--- config.mk ---
export PLATFORM = sky130hd
export DESIGN_NAME = wb_queue_flat
export DESIGN_NICKNAME = d
export VERILOG_FILES = /design/src/rtl/wb_queue_if.sv /design/src/rtl/wb_queue.sv /design/src/flat_wrapper.sv
export SDC_FILE = /design/constraint.sdc
export NUM_CORES = 1
export LEC_CHECK = 0
export BUFFER_PORTS_ARGS = -buffer_cell sky130_fd_sc_hd__buf_4
export CORE_ASPECT_RATIO = 0.8
export CORE_MARGIN = 4
export CORE_UTILIZATION = 62
export DETAILED_ROUTE_END_ITERATION = 6
export GPL_TIMING_DRIVEN = 0
export PLACE_DENSITY = 0.85
export SLEW_MARGIN = 15
export SYNTH_ARGS = -nofsm -noshare
export SYNTH_HDL_FRONTEND = slang
export SYNTH_SLANG_ARGS = --single-unit
--- constraint.sdc ---
create_clock -name Clock -period 4.7 [get_ports Clock]
set_input_delay 0.94 -clock Clock [delete_from_list [all_inputs] [get_ports Clock]]
set_output_delay 0.94 -clock Clock [all_outputs]
set_load 0.1 [all_outputs]
--- src/rtl/wb_queue_if.sv ---
// Writeback queue bus: ALU result handshake, register-file write port, hazard and forwarding views.
// Forwarding signals exist only when WB_QUEUE_FORWARD_EN is defined.
interface wb_queue_if #(
    parameter int unsigned DATA_W = 13,
    parameter int unsigned ADDR_W = 3
);
    localparam int unsigned NREG = 1 << ADDR_W;

    logic              ResValid;
    logic              ResReady;
    logic [ADDR_W-1:0] ResDest;
    logic [DATA_W-1:0] ResData;
    logic              WbStall;
    logic              WriteFlag;
    logic [ADDR_W-1:0] R1;
    logic [DATA_W-1:0] ALU_Result;
    logic [NREG-1:0]   Pending;
    logic              Empty;
    logic              Full;
`ifdef WB_QUEUE_FORWARD_EN
    logic [ADDR_W-1:0] FwdPtrA;
    logic [ADDR_W-1:0] FwdPtrB;
    logic              FwdHitA;
    logic              FwdHitB;
    logic [DATA_W-1:0] FwdDataA;
    logic [DATA_W-1:0] FwdDataB;

    modport master (
        output ResValid, ResDest, ResData, WbStall, FwdPtrA, FwdPtrB,
        input  ResReady, WriteFlag, R1, ALU_Result, Pending, Empty, Full,
               FwdHitA, FwdHitB, FwdDataA, FwdDataB
    );

    modport slave (
        input  ResValid, ResDest, ResData, WbStall, FwdPtrA, FwdPtrB,
        output ResReady, WriteFlag, R1, ALU_Result, Pending, Empty, Full,
               FwdHitA, FwdHitB, FwdDataA, FwdDataB
    );
`else
    modport master (
        output ResValid, ResDest, ResData, WbStall,
        input  ResReady, WriteFlag, R1, ALU_Result, Pending, Empty, Full
    );

    modport slave (
        input  ResValid, ResDest, ResData, WbStall,
        output ResReady, WriteFlag, R1, ALU_Result, Pending, Empty, Full
    );
`endif
endinterface

--- src/rtl/wb_queue.sv ---
// Result writeback FIFO between the ALU and the register file, with a per-register pending mask.
// Optional newest-entry forwarding for two read pointers under WB_QUEUE_FORWARD_EN.
module wb_queue #(
    parameter int unsigned DEPTH  = 4,
    parameter int unsigned DATA_W = 13,
    parameter int unsigned ADDR_W = 3
) (
    input  logic     Clock,
    input  logic     Reset_n,
    wb_queue_if.slave bus
);
    localparam int unsigned PTR_W = $clog2(DEPTH);
    localparam int unsigned CNT_W = PTR_W + 1;
    localparam int unsigned NREG  = 1 << ADDR_W;

    typedef struct packed {
        logic [ADDR_W-1:0] dest;
        logic [DATA_W-1:0] data;
    } entry_t;

    entry_t            mem_q [DEPTH];
    logic [PTR_W-1:0]  wr_ptr_q;
    logic [PTR_W-1:0]  rd_ptr_q;
    logic [CNT_W-1:0]  count_q;

    logic              empty_c;
    logic              full_c;
    logic              push_c;
    logic              pop_c;
    logic [DEPTH-1:0]  live_c;

    // Handshake decisions depend only on registered occupancy plus the stall input.
    always_comb begin
        empty_c = (count_q == '0);
        full_c  = (count_q == CNT_W'(DEPTH));
        push_c  = bus.ResValid && !full_c;
        pop_c   = !empty_c && !bus.WbStall;
    end

    // A slot is live when its distance from the read pointer is below the occupancy.
    always_comb begin
        logic [PTR_W-1:0] offset;
        offset = '0;
        live_c = '0;
        for (int i = 0; i < DEPTH; i++) begin
            offset    = PTR_W'(PTR_W'(i) - rd_ptr_q);
            live_c[i] = (CNT_W'(offset) < count_q);
        end
    end

    always_comb begin
        logic [NREG-1:0] pend;
        pend = '0;
        for (int i = 0; i < DEPTH; i++) begin
            if (live_c[i]) begin
                pend[mem_q[i].dest] = 1'b1;
            end
        end
        bus.Pending    = pend;
        bus.ResReady   = !full_c;
        bus.Empty      = empty_c;
        bus.Full       = full_c;
        bus.WriteFlag  = pop_c;
        bus.R1         = empty_c ? '0 : mem_q[rd_ptr_q].dest;
        bus.ALU_Result = empty_c ? '0 : mem_q[rd_ptr_q].data;
    end

`ifdef WB_QUEUE_FORWARD_EN
    // Walk oldest to newest so the newest match wins.
    always_comb begin
        logic [PTR_W-1:0] idx;
        idx          = '0;
        bus.FwdHitA  = 1'b0;
        bus.FwdHitB  = 1'b0;
        bus.FwdDataA = '0;
        bus.FwdDataB = '0;
        for (int k = 0; k < DEPTH; k++) begin
            idx = PTR_W'(rd_ptr_q + PTR_W'(k));
            if (CNT_W'(k) < count_q) begin
                if (mem_q[idx].dest == bus.FwdPtrA) begin
                    bus.FwdHitA  = 1'b1;
                    bus.FwdDataA = mem_q[idx].data;
                end
                if (mem_q[idx].dest == bus.FwdPtrB) begin
                    bus.FwdHitB  = 1'b1;
                    bus.FwdDataB = mem_q[idx].data;
                end
            end
        end
    end
`endif

    // Storage, pointers and occupancy; reset discards anything in flight.
    always_ff @(posedge Clock) begin
        if (!Reset_n) begin
            wr_ptr_q <= '0;
            rd_ptr_q <= '0;
            count_q  <= '0;
            for (int i = 0; i < DEPTH; i++) begin
                mem_q[i] <= '0;
            end
        end else begin
            if (push_c) begin
                mem_q[wr_ptr_q] <= entry_t'{dest: bus.ResDest, data: bus.ResData};
                wr_ptr_q        <= PTR_W'(wr_ptr_q + PTR_W'(1));
            end
            if (pop_c) begin
                rd_ptr_q <= PTR_W'(rd_ptr_q + PTR_W'(1));
            end
            case ({push_c, pop_c})
                2'b10:   count_q <= CNT_W'(count_q + CNT_W'(1));
                2'b01:   count_q <= CNT_W'(count_q - CNT_W'(1));
                default: count_q <= count_q;
            endcase
        end
    end
endmodule

--- src/flat_wrapper.sv ---
// flat-port wrapper written by rule: the top's interface ports become plain ports
module wb_queue_flat 
#(
    parameter int unsigned DEPTH  = 4,
    parameter int unsigned DATA_W = 13,
    parameter int unsigned ADDR_W = 3
)
  (Clock, Reset_n, bus_ResValid, bus_ResDest, bus_ResData, bus_WbStall, bus_ResReady, bus_WriteFlag, bus_R1, bus_ALU_Result, bus_Pending, bus_Empty, bus_Full);
  wb_queue_if #(.DATA_W(DATA_W), .ADDR_W(ADDR_W)) bus_i ();
  input  logic Clock;
  input  logic Reset_n;
  input wire logic [$bits(bus_i.ResValid)-1:0] bus_ResValid;
  input wire logic [$bits(bus_i.ResDest)-1:0] bus_ResDest;
  input wire logic [$bits(bus_i.ResData)-1:0] bus_ResData;
  input wire logic [$bits(bus_i.WbStall)-1:0] bus_WbStall;
  output wire logic [$bits(bus_i.ResReady)-1:0] bus_ResReady;
  output wire logic [$bits(bus_i.WriteFlag)-1:0] bus_WriteFlag;
  output wire logic [$bits(bus_i.R1)-1:0] bus_R1;
  output wire logic [$bits(bus_i.ALU_Result)-1:0] bus_ALU_Result;
  output wire logic [$bits(bus_i.Pending)-1:0] bus_Pending;
  output wire logic [$bits(bus_i.Empty)-1:0] bus_Empty;
  output wire logic [$bits(bus_i.Full)-1:0] bus_Full;
  assign bus_i.ResValid = bus_ResValid;
  assign bus_i.ResDest = bus_ResDest;
  assign bus_i.ResData = bus_ResData;
  assign bus_i.WbStall = bus_WbStall;
  assign bus_ResReady = bus_i.ResReady;
  assign bus_WriteFlag = bus_i.WriteFlag;
  assign bus_R1 = bus_i.R1;
  assign bus_ALU_Result = bus_i.ALU_Result;
  assign bus_Pending = bus_i.Pending;
  assign bus_Empty = bus_i.Empty;
  assign bus_Full = bus_i.Full;
  wb_queue #(.DEPTH(DEPTH), .DATA_W(DATA_W), .ADDR_W(ADDR_W)) u_core (.Clock(Clock), .Reset_n(Reset_n), .bus(bus_i));
endmodule
# [After elaboration in Yosys (flattened, before gate mapping)]
# Memories as Yosys holds them, arrays and structs flattened. A register that Yosys moved wholly into a read port is not among the register bits.
# Index checks and enable logic that the tools add are counted.
[totals] ram_bits=64 n_memories=1 input_bits=20 regBits=7
[op_classes] muxes=24 reduce_logical=12 n_addsub=8 magnitude_cmp=12 n_eq_ne=3 n_bitwise=3
[mem_list] name="u_core.mem_q" depth=4 word_bits=16 read_ports=5 rd_clocked_by_memory_dff=1 write_ports=4 line="wb_queue.sv:21" text="entry_t mem_q [DEPTH];"
[op_table] cell="8-bit two-way mux" n=4
[op_table] cell="8-bit bitwise OR" n=3
[op_table] cell="3-bit by 4-bit < comparator with 1-bit output, second input constant" n=4
[op_table] cell="16-bit two-way mux" n=1
[op_table] cell="16-bit OR reduction" n=1
[op_table] cell="13-bit two-way mux" n=1
[op_table] cell="1-bit demux with 3-bit select" n=4
[op_table] cell="3-bit by 1-bit >= comparator with 1-bit output, second input constant" n=4
[op_table] cell="2-bit by 3-bit < comparator with 1-bit output" n=4
[op_table] cell="1-bit two-way mux" n=9
[op_table] cell="1-bit logical AND" n=6
[op_table] cell="2-bit two-way mux" n=3
[op_table] cell="3-bit case mux with 2 select lines" n=1
[op_table] cell="2-bit by 1-bit adder with 2-bit output, second input constant" n=2
[op_table] cell="1-bit by 2-bit subtractor with 2-bit output, first input constant" n=2
[op_table] cell="2-bit subtractor, first input constant" n=2
[op_table] cell="3-bit by 1-bit adder with 3-bit output, second input constant" n=1
[op_table] cell="3-bit == test, second input constant" n=1
[op_table] cell="1-bit zero test" n=3
[op_table] cell="3-bit zero test" n=1
[op_table] cell="3-bit two-way mux" n=1
[op_table] cell="3-bit by 1-bit subtractor with 3-bit output, second input constant" n=1
[op_table] cell="2-bit by 1-bit == test with 1-bit output, second input constant" n=1
[op_table] cell="2-bit == test, second input constant" n=1
[op_table] cell="2-bit nonzero test" n=1

# [Depth between registers and ports, before layout]
# Gate-level depths: netlist of run 1.
[logic_depth] depth_word=11 depth_mapped=9 mapped_depth_nobuf=8

# [Worst setup path after synthesis of run 1]
# OpenSTA, ideal clock, no wires.
[synth_path] kind="reg2out" startpoint="reg u_core.rd_ptr_q[0]" endpoint="out bus_Pending[0]" path_stages_with_launch=7 slack_ns=-0.818 t_arrival_ns=4.578 cell_sequence="dfxtp_1 xnor2_1 inv_1 ha_1 nand2b_1 o211ai_1 o311ai_0"
[synth_between] elab_chain_cells=9
[synth_rtl] element="from (decl)" line="wb_queue.sv:23" text="logic [PTR_W-1:0] rd_ptr_q;"
[synth_rtl] element="from (signal assigned)" line="wb_queue.sv:108" text="rd_ptr_q <= PTR_W'(rd_ptr_q + PTR_W'(1));"
[synth_rtl] element="1-bit by 2-bit subtractor with 2-bit output" line="wb_queue.sv:46" text="offset = PTR_W'(PTR_W'(i) - rd_ptr_q);"
[synth_rtl] element="2-bit by 3-bit < comparator with 1-bit output" line="wb_queue.sv:47" text="live_c[i] = (CNT_W'(offset) < count_q);"
[synth_rtl] element="8-bit two-way mux" line="wb_queue.sv:55" text="if (live_c[i]) begin"
[synth_rtl] element="8-bit bitwise OR (no line)"
[synth_rtl] element="8-bit two-way mux" line="wb_queue.sv:55"
[synth_rtl] element="8-bit bitwise OR (no line)"
[synth_rtl] element="8-bit two-way mux" line="wb_queue.sv:55"
[synth_rtl] element="8-bit bitwise OR (no line)"
[synth_rtl] element="8-bit two-way mux (*)" line="wb_queue.sv:55"
[synth_rtl] element="to (decl)" line="flat_wrapper.sv:20" text="output wire logic [$bits(bus_i.Pending)-1:0] bus_Pending;"
# Every way passes the cells marked *; elsewhere a longest branch is shown, timed or not.

# [Worst setup path after layout of run 1]
[layout_path] startpoint="reg u_core.count_q[1]" endpoint="out bus_Pending[4]"
[layout_between] elab_chain_cells=8
[layout_rtl] element="from (decl)" line="wb_queue.sv:24" text="logic [CNT_W-1:0] count_q;"
[layout_rtl] element="from (signal assigned)" line="wb_queue.sv:111" text="2'b10: count_q <= CNT_W'(count_q + CNT_W'(1));"
[layout_rtl] element="from (signal assigned)" line="wb_queue.sv:112" text="2'b01: count_q <= CNT_W'(count_q - CNT_W'(1));"
[layout_rtl] element="from (signal assigned)" line="wb_queue.sv:113" text="default: count_q <= count_q;"
[layout_rtl] element="2-bit by 3-bit < comparator with 1-bit output" line="wb_queue.sv:47"
[layout_rtl] element="8-bit two-way mux" line="wb_queue.sv:55"
[layout_rtl] element="8-bit bitwise OR (no line)"
[layout_rtl] element="8-bit two-way mux" line="wb_queue.sv:55"
[layout_rtl] element="8-bit bitwise OR (no line)"
[layout_rtl] element="8-bit two-way mux" line="wb_queue.sv:55"
[layout_rtl] element="8-bit bitwise OR (no line)"
[layout_rtl] element="8-bit two-way mux (*)" line="wb_queue.sv:55"
# Marked as above.

==> metrics.md, run 1 <==
| Metric | Value |
|---|---|
| Clock Tree Buf Depth | 2 |
| Uppermost layer routed | met4 |
| Final worst slack | 1.11 ns |
| Net Sw Frac | 0.493 |
| Max transition margin | 0.387 |
| Die Ht | 77.4 um |
| Aggregate global routing overflow | 0 |
| Number of global-route vias before repair | 2,629 |
| Power Density | 643 mW/mm^2 |
| Final Hold Fails | 0 |
| Critical path required time | 3.76 ns |
| # IOs | 48 |
| Filler cell count | 361 |
| Total wire length | 8050 um |
| Rows | 24 |
| Critical path class | reg2out |
| Post-DRT Antenna Nets | 0 |
| Most common cell after layout, fill and taps aside | edfxtp_1 |
| Area of the die | 0.00733 sq mm |
| Final slew viol count | 0 |
| Clock power share | 0.155 |
| Port Buffers | 47 |
| Post-CTS Hold Buffers | 0 |
| Die Width | 94.7 um |
| Worst Path Max Fanout | 5 |
| DR vias/cell | 5.62 |
| Hold crit path type | reg2reg |
| Largest net degree at the start of global routing | 17 |
| Dominant synthesized flop cell | edfxtp_1 |
| Setup tns final | 0 ns |
| DRT Pass-1 Iters | 4 |
| Resize count post-CTS | 0 |
| Initial antenna violation count | 0 |
| Seq pwr share | 0.301 |
| DR DRC count | 0 |
| Clock Pin Slew Worst Setup and Hold Paths | 0.07 ns |
| Met3 routed WL | 641 um |
| Most frequent cells in the layout | edfxtp_1 (64), buf_4 (47), nor2_1 (40), inv_1 (31), nand2_1 (23) |
| Syn nets | 333 |
| Worst slew pin tran | 0.919 ns |
| Setup violators final | 0 |
| N_diodes | 0 |
| Dpl cell area | 0.00424 sq mm |
| CTS tree | built |
| Clock Latency Late Sink | 0.34 ns |
| CP endpoint kind | output pin |
| All-Layer GR Usage | 0.238 |
| Design area | 0.00442 sq mm |
| Number of DRC markers in iteration 0 | 180 |
| WL/cell | 17.9 um |
| Unrepaired setup endpoints after global routing | false |
| Clk_skew | 0.00996 ns |
| Initial core utilization | 0.660 |
| Post-CTS Repair Setup Buffers | 0 |
| Avg Inst Size Synth | 12.1 sq um |
| Htree depth | 3 |
| Post-DP HPWL | 5840 um |
| CTS Buf Count | 9 |
| Internal power | 1.44 mW |
| Net Sw Power | 1.40 mW |
| WL met2 | 4100 um |
| Comb pwr share | 0.543 |
| Async S/R FF share, synth | 0 |
| Status | finished clean |
| Area Growth Syn to Fin | 18.6% |
| CTS sink cnt | 73 |
| Yosys reg bits | 73 |
| RD Place Congestion | 0.876 |
| Tcrit/Tclk final | 0.764 |
| Final Critical Period | 3.59 ns |
| Clk root buf | clkbuf_8 |
| Max rail drop VDD | 434 uV |
| Placeable Area | 0.00565 sq mm |
| Post-synthesis cell count | 307 |
| Worst EP arrival | 2.65 ns |
| Max-Cap Viols | 0 |
| Power Total | 2.85 mW |
| First-pass GRT wire length | 13,000 um |
| Register area share after synthesis | 0.564 |
| Post-synth EDFFs | 64 |
| Setup WS pre-CTS | 1.33 ns |
| Synth warnings | 0 |
| Fin nets | 394 |
| Startpoint types | register |
| Post-synth cell types | 42 |
| Via count of the routed design | 2,534 |
| Routed met1 length | 3230 um |
| Synth Cell Area | 0.00373 sq mm |
| Max Fclk | 0.279 GHz |
| Layout cell share with drive strength beyond 1 | 0.279 |
| Lkg Pwr | 1.79 nW |
cells in the mapped netlist, types with 3 or more instances:
cell type  count  share of area
a311o_1        3         0.0081
and2_1        13          0.022
and2_4        10          0.023
buf_2          5         0.0067
clkbuf_1       6         0.0060
dfxtp_1        9          0.048
edfxtp_1      64           0.52
ha_1           5          0.017
inv_1         31          0.031
mux4_2        16          0.097
nand2_1       23          0.023
nand2b_1       9          0.015
nor2_1        40          0.040
nor2b_1       21          0.035
nor3_1         4         0.0054
o211ai_1       3         0.0060
o21ai_0        5         0.0067
o311ai_0       3         0.0070
o32ai_1        4         0.0094
xnor2_1        5          0.012
worst paths after layout:
path	startpoint	end	slack, ns	cells past startpoint
worst max-delay path	u_core.count_q[1]$_SDFFE_PN0P_	bus_Pending[4]	1.11	7
worst min-delay path	u_core.count_q[1]$_SDFFE_PN0P_	u_core.count_q[1]$_SDFFE_PN0P_	0.66	3
worst max register to register	u_core.count_q[0]$_SDFFE_PN0P_	u_core.mem_q[0][13]$_SDFFCE_PN0P_	2.03	6
worst min register to register	u_core.count_q[1]$_SDFFE_PN0P_	u_core.count_q[1]$_SDFFE_PN0P_	0.66	3
power groups by stage:
stage | clock, mW | sequential, mW | combinational [mW]
6_report | 0.442 | 0.857 | 1.55
5_1_grt | 0.476 | 0.867 | 1.63
4_1_cts | 0.448 | 0.854 | 1.55
3_5_place_dp | 0 | 0.868 | 1.55
3_3_place_gp | 0 | 0.865 | 1.51
2_1_floorplan | 0 | 0.848 | 1.23
worst max-delay path, stage by stage, from the launching register on:
cell and delay, ns:
dfxtp_1 0.40, inv_1 0.17, ha_1 0.31, inv_1 0.04, o311ai_0 0.70, o32ai_1 0.16, a311o_1 0.29, buf_4 0.23
per-stage QoR:
stage	utilization	hold WS [ns]	instances
detailed placement	0.750	0.608	435
finish	0.783	0.662	451
CTS	0.783	0.629	451
global placement	0.740	0.607	432
global route	0.783	0.721	451
floorplan	-	0.570	307
per-layer routing:
layer,vias to the layer above,global-route usage
met2,113,0.391
met1,1206,0.310
met5,-,0
li1,1208,-
met4,0,0.0793
met3,7,0.0619
logic make-up after synthesis:
kind of cell / share of synthesized area
AOI/OAI and AO/OA: 0.0574
xor gates and xnor gates: 0.0164
adders and majority gates: 0.0221
buffers and inverters: 0.0510
DFF: 0.564
muxes: 0.0966
and+or+nand+nor: 0.193
area by class of cell:
cell class	count	area (sq um)	share of cell area
sequential	73	2100	0.475
multi-input combinational	189	1450	0.328
timing repair buffer	50	398	0.0900
clock buffer	12	155	0.0351
inverter	31	116	0.0263
tap	78	97.6	0.0221
buffer	14	73.8	0.0167
clock inverter	4	27.5	0.00622
state kept, by name, summed over array words and instances, names as in the netlist, named ones only:
name / flops
u_core.rd_ptr_q: 2
u_core.count_q: 3
u_core.mem_q: 64
u_core.wr_ptr_q: 2
No activity file was read; power rests on OpenSTA's default activity.
==> run 2: changes to the inputs <==
- CORE_UTILIZATION: 62 -> 58
- PLACE_DENSITY: 0.85 -> 0.8
- clock period: 4.7 -> 3.55 ns (I/O delays scaled with it)
==> metrics.md, run 2 (same netlist as run 1, synthesis figures left out) <==
| Metric | Value |
|---|---|
| Status | finished clean (unchanged) |
| Clk_skew | 0.00670 ns (was 0.00996 ns) |
| Clk root buf | clkbuf_8 (unchanged) |
| Max transition margin | 0.407 (was 0.387) |
| Crit path launch | u_core.count_q[1]$_SDFFE_PN0P_ (unchanged) |
| Power Density | 873 mW/mm^2 (was 643 mW/mm^2) |
| Most common cell after layout, fill and taps aside | edfxtp_1 (unchanged) |
| CTS sink cnt | 73 (unchanged) |
| Critical path class | reg2out (unchanged) |
| Worst-path cell with the longest stage delay | or4_1 (was o311ai_0) |
| Max rail drop VDD | 522 uV (was 434 uV) |
| Die Ht | 79.7 um (was 77.4 um) |
| Setup violators final | 0 (unchanged) |
| Via count of the routed design | 2,564 (was 2,534) |
| Layout cell share with drive strength beyond 1 | 0.292 (was 0.279) |
| Lkg Pwr | 1.82 nW (was 1.79 nW) |
| Seq pwr share | 0.290 (was 0.301) |
| CP endpoint | bus_Pending[3] (was bus_Pending[4]) |
| Worst r2r src | u_core.count_q[0]$_SDFFE_PN0P_ (unchanged) |
| DRT Pass-1 Iters | 5 (was 4) |
| Worst path depth | 7 (unchanged) |
| Design area | 0.00447 sq mm (was 0.00442 sq mm) |
| CTS Buf Count | 9 (unchanged) |
| All-Layer GR Usage | 0.224 (was 0.238) |
| Most frequent cells in the layout | edfxtp_1 (64), buf_4 (47), nor2_1 (40), inv_1 (31), nand2_1 (23) (unchanged) |
| # IOs | 48 (unchanged) |
| Port Buffers | 47 (unchanged) |
| Clock power share | 0.184 (was 0.155) |
| Htree depth | 3 (unchanged) |
| Net Sw Power | 1.88 mW (was 1.40 mW) |
| Setup tns final | 0 ns (unchanged) |
| Max Fclk | 0.302 GHz |
| Post-CTS Repair Setup Buffers | 0 (unchanged) |
| Initial antenna violation count | 0 (unchanged) |
| Worst slew pin tran | 0.890 ns (was 0.919 ns) |
| RD Place Congestion | 0.918 (was 0.876) |
| Largest net degree at the start of global routing | 17 (unchanged) |
| Post-DRT Antenna Nets | 0 (unchanged) |
| DR DRC count | 0 (unchanged) |
| Clock Latency Late Sink | 0.35 ns (was 0.34 ns) |
| Number of DRC markers in iteration 0 | 201 (was 180) |
| Total wire length | 8010 um (was 8050 um) |
| Tcrit/Tclk final | 0.933 |
| Fin nets | 394 (unchanged) |
| Final Util | 0.737 (was 0.783) |
| Comb pwr share | 0.525 (was 0.543) |
| Filler cell count | 440 (was 361) |
| Dpl cell area | 0.00425 sq mm (was 0.00424 sq mm) |
| Clock Pin Slew Worst Setup and Hold Paths | 0.07 ns (about the same) |
| Hold crit path type | in2reg (was reg2reg) |
| Net Sw Frac | 0.483 (was 0.493) |
| CP Cell Sequence | inv_1, ha_1, a211oi_1, or3b_2, nor2b_1, or4_1, buf_4 (was inv_1, ha_1, inv_1, o311ai_0, o32ai_1, a311o_1, buf_4) |
| Number of global-route vias before repair | 2,591 (was 2,629) |
| Worst EP arrival | 2.60 ns (was 2.65 ns) |
| Area Growth Syn to Fin | 19.9% (was 18.6%) |
| Placeable Area | 0.00607 sq mm (was 0.00565 sq mm) |
| DR vias/cell | 5.65 (was 5.62) |
| Clock Tree Buf Depth | 2 (unchanged) |
| Post-CTS Hold Buffers | 0 (unchanged) |
| R2R cell count | 6 (unchanged) |
| CTS tree | built (unchanged) |
| R2R Setup Slk | 0.91 ns (was 2.03 ns) |
| Max incr delay on CP | 0.46 ns (was 0.70 ns) |
| Startpoint types | register (unchanged) |
| Post-DP HPWL | 5850 um (was 5840 um) |
| Largest registers | u_core.mem_q x64, u_core.count_q x3 (unchanged) |
| Critical path required time | 2.84 ns (was 3.76 ns) |
| Aggregate global routing overflow | 0 (unchanged) |
| Unrepaired setup endpoints after global routing | false (unchanged) |
| First-pass GRT wire length | 13,000 um (about the same) |
| Max-Cap Viols | 0 (unchanged) |
| Internal power | 2.02 mW (was 1.44 mW) |
| Power Total | 3.90 mW (was 2.85 mW) |
| WL/cell | 17.6 um (was 17.9 um) |
| FF-to-FF End | u_core.mem_q[0][7]$_SDFFCE_PN0P_ (was u_core.mem_q[0][13]$_SDFFCE_PN0P_) |
| N_diodes | 0 (unchanged) |
| Largest Register | u_core.mem_q (unchanged) |
| Area of the die | 0.00778 sq mm (was 0.00733 sq mm) |
| Final Critical Period | 3.31 ns |
| Worst Path Buf+Inv | 2 (was 3) |
| Worst Path Max Fanout | 5 (unchanged) |
| Max reg flops | 64 (unchanged) |
| Initial core utilization | 0.614 (was 0.660) |
| Rows | 25 (was 24) |
| Final Hold Fails | 0 (unchanged) |
| Final slew viol count | 0 (unchanged) |
| CP endpoint kind | output pin (unchanged) |
| CP delay by family, top | simple AND/OR/NAND/NOR gates (was compound AO/OA/AOI/OAI gates) |
| Die Width | 97.6 um (was 94.7 um) |
-- run 2: power by group through the flow --
stage                     logic (mW)  registers (mW)  clock network [mW]
after floorplan                 1.65            1.12                   0
after global routing            2.17            1.14               0.758
after global placement          2.02            1.15                   0
final                           2.05            1.13               0.719
after detailed placement        2.06            1.15                   0
after CTS                       2.06            1.13               0.720
-- run 2: worst min path at each step --
stage,slack [ns],startpoint,end,cells after the start
6_report,0.64,Reset_n,u_core.count_q[2]$_SDFFE_PN0P_,2
5_1_grt,0.63,bus_ResData[3],u_core.mem_q[0][3]$_SDFFCE_PN0P_,2
4_1_cts,0.63,Reset_n,u_core.count_q[2]$_SDFFE_PN0P_,2
3_5_place_dp,0.65,u_core.count_q[1]$_SDFFE_PN0P_,u_core.count_q[1]$_SDFFE_PN0P_,3
3_3_place_gp,0.60,u_core.count_q[1]$_SDFFE_PN0P_,u_core.count_q[1]$_SDFFE_PN0P_,3
2_1_floorplan,0.57,u_core.count_q[1]$_SDFFE_PN0P_,u_core.count_q[1]$_SDFFE_PN0P_,3
-- run 2: layout make-up --
type,instances,area (sq um),share of cell area
Buffer,14,75.1,0.0168
Clock buffer,9,124,0.0277
Clock inverter,7,93.8,0.0210
Inverter,31,116,0.0260
Multi-Input combinational cell,189,1470,0.328
Sequential cell,73,2100,0.470
Tap cell,81,101,0.0227
Timing Repair Buffer,50,390,0.0873
-- run 2: through the flow --
step,worst slack [ns],hold slack (ns),instances
finish,0.239,0.642,454
global route,0.0980,0.635,454
CTS,0.143,0.632,454
detailed placement,0.549,0.650,438
global placement,0.238,0.597,435
floorplan,0.0447,0.570,307
-- run 2: repair_timing --
| action | 4_1_cts | 5_1_grt |
|---|---|---|
| setup endpoints to repair | 0 | 1 |
| hold endpoints to repair | 0 | 0 |
| gates resized for setup | 0 | 1 |
-- run 2: layer usage --
| metal | global-route usage | up-vias | routed length (um) |
|---|---|---|---|
| li1 | - | 1208 | - |
| met1 | 0.278 | 1239 | 3260 |
| met2 | 0.378 | 109 | 4020 |
| met3 | 0.0742 | 8 | 647 |
| met4 | 0.0650 | 0 | 79 |
| met5 | 0 | - | 0 |
-- run 2: worst register-to-register path, stage by stage, from the launching register on --
cell and delay (ns):
dfxtp_1 0.49, or3b_1 0.16, buf_2 0.14, and3_4 0.19, buf_6 0.13, nor3b_4 0.40, nand2b_1 0.76
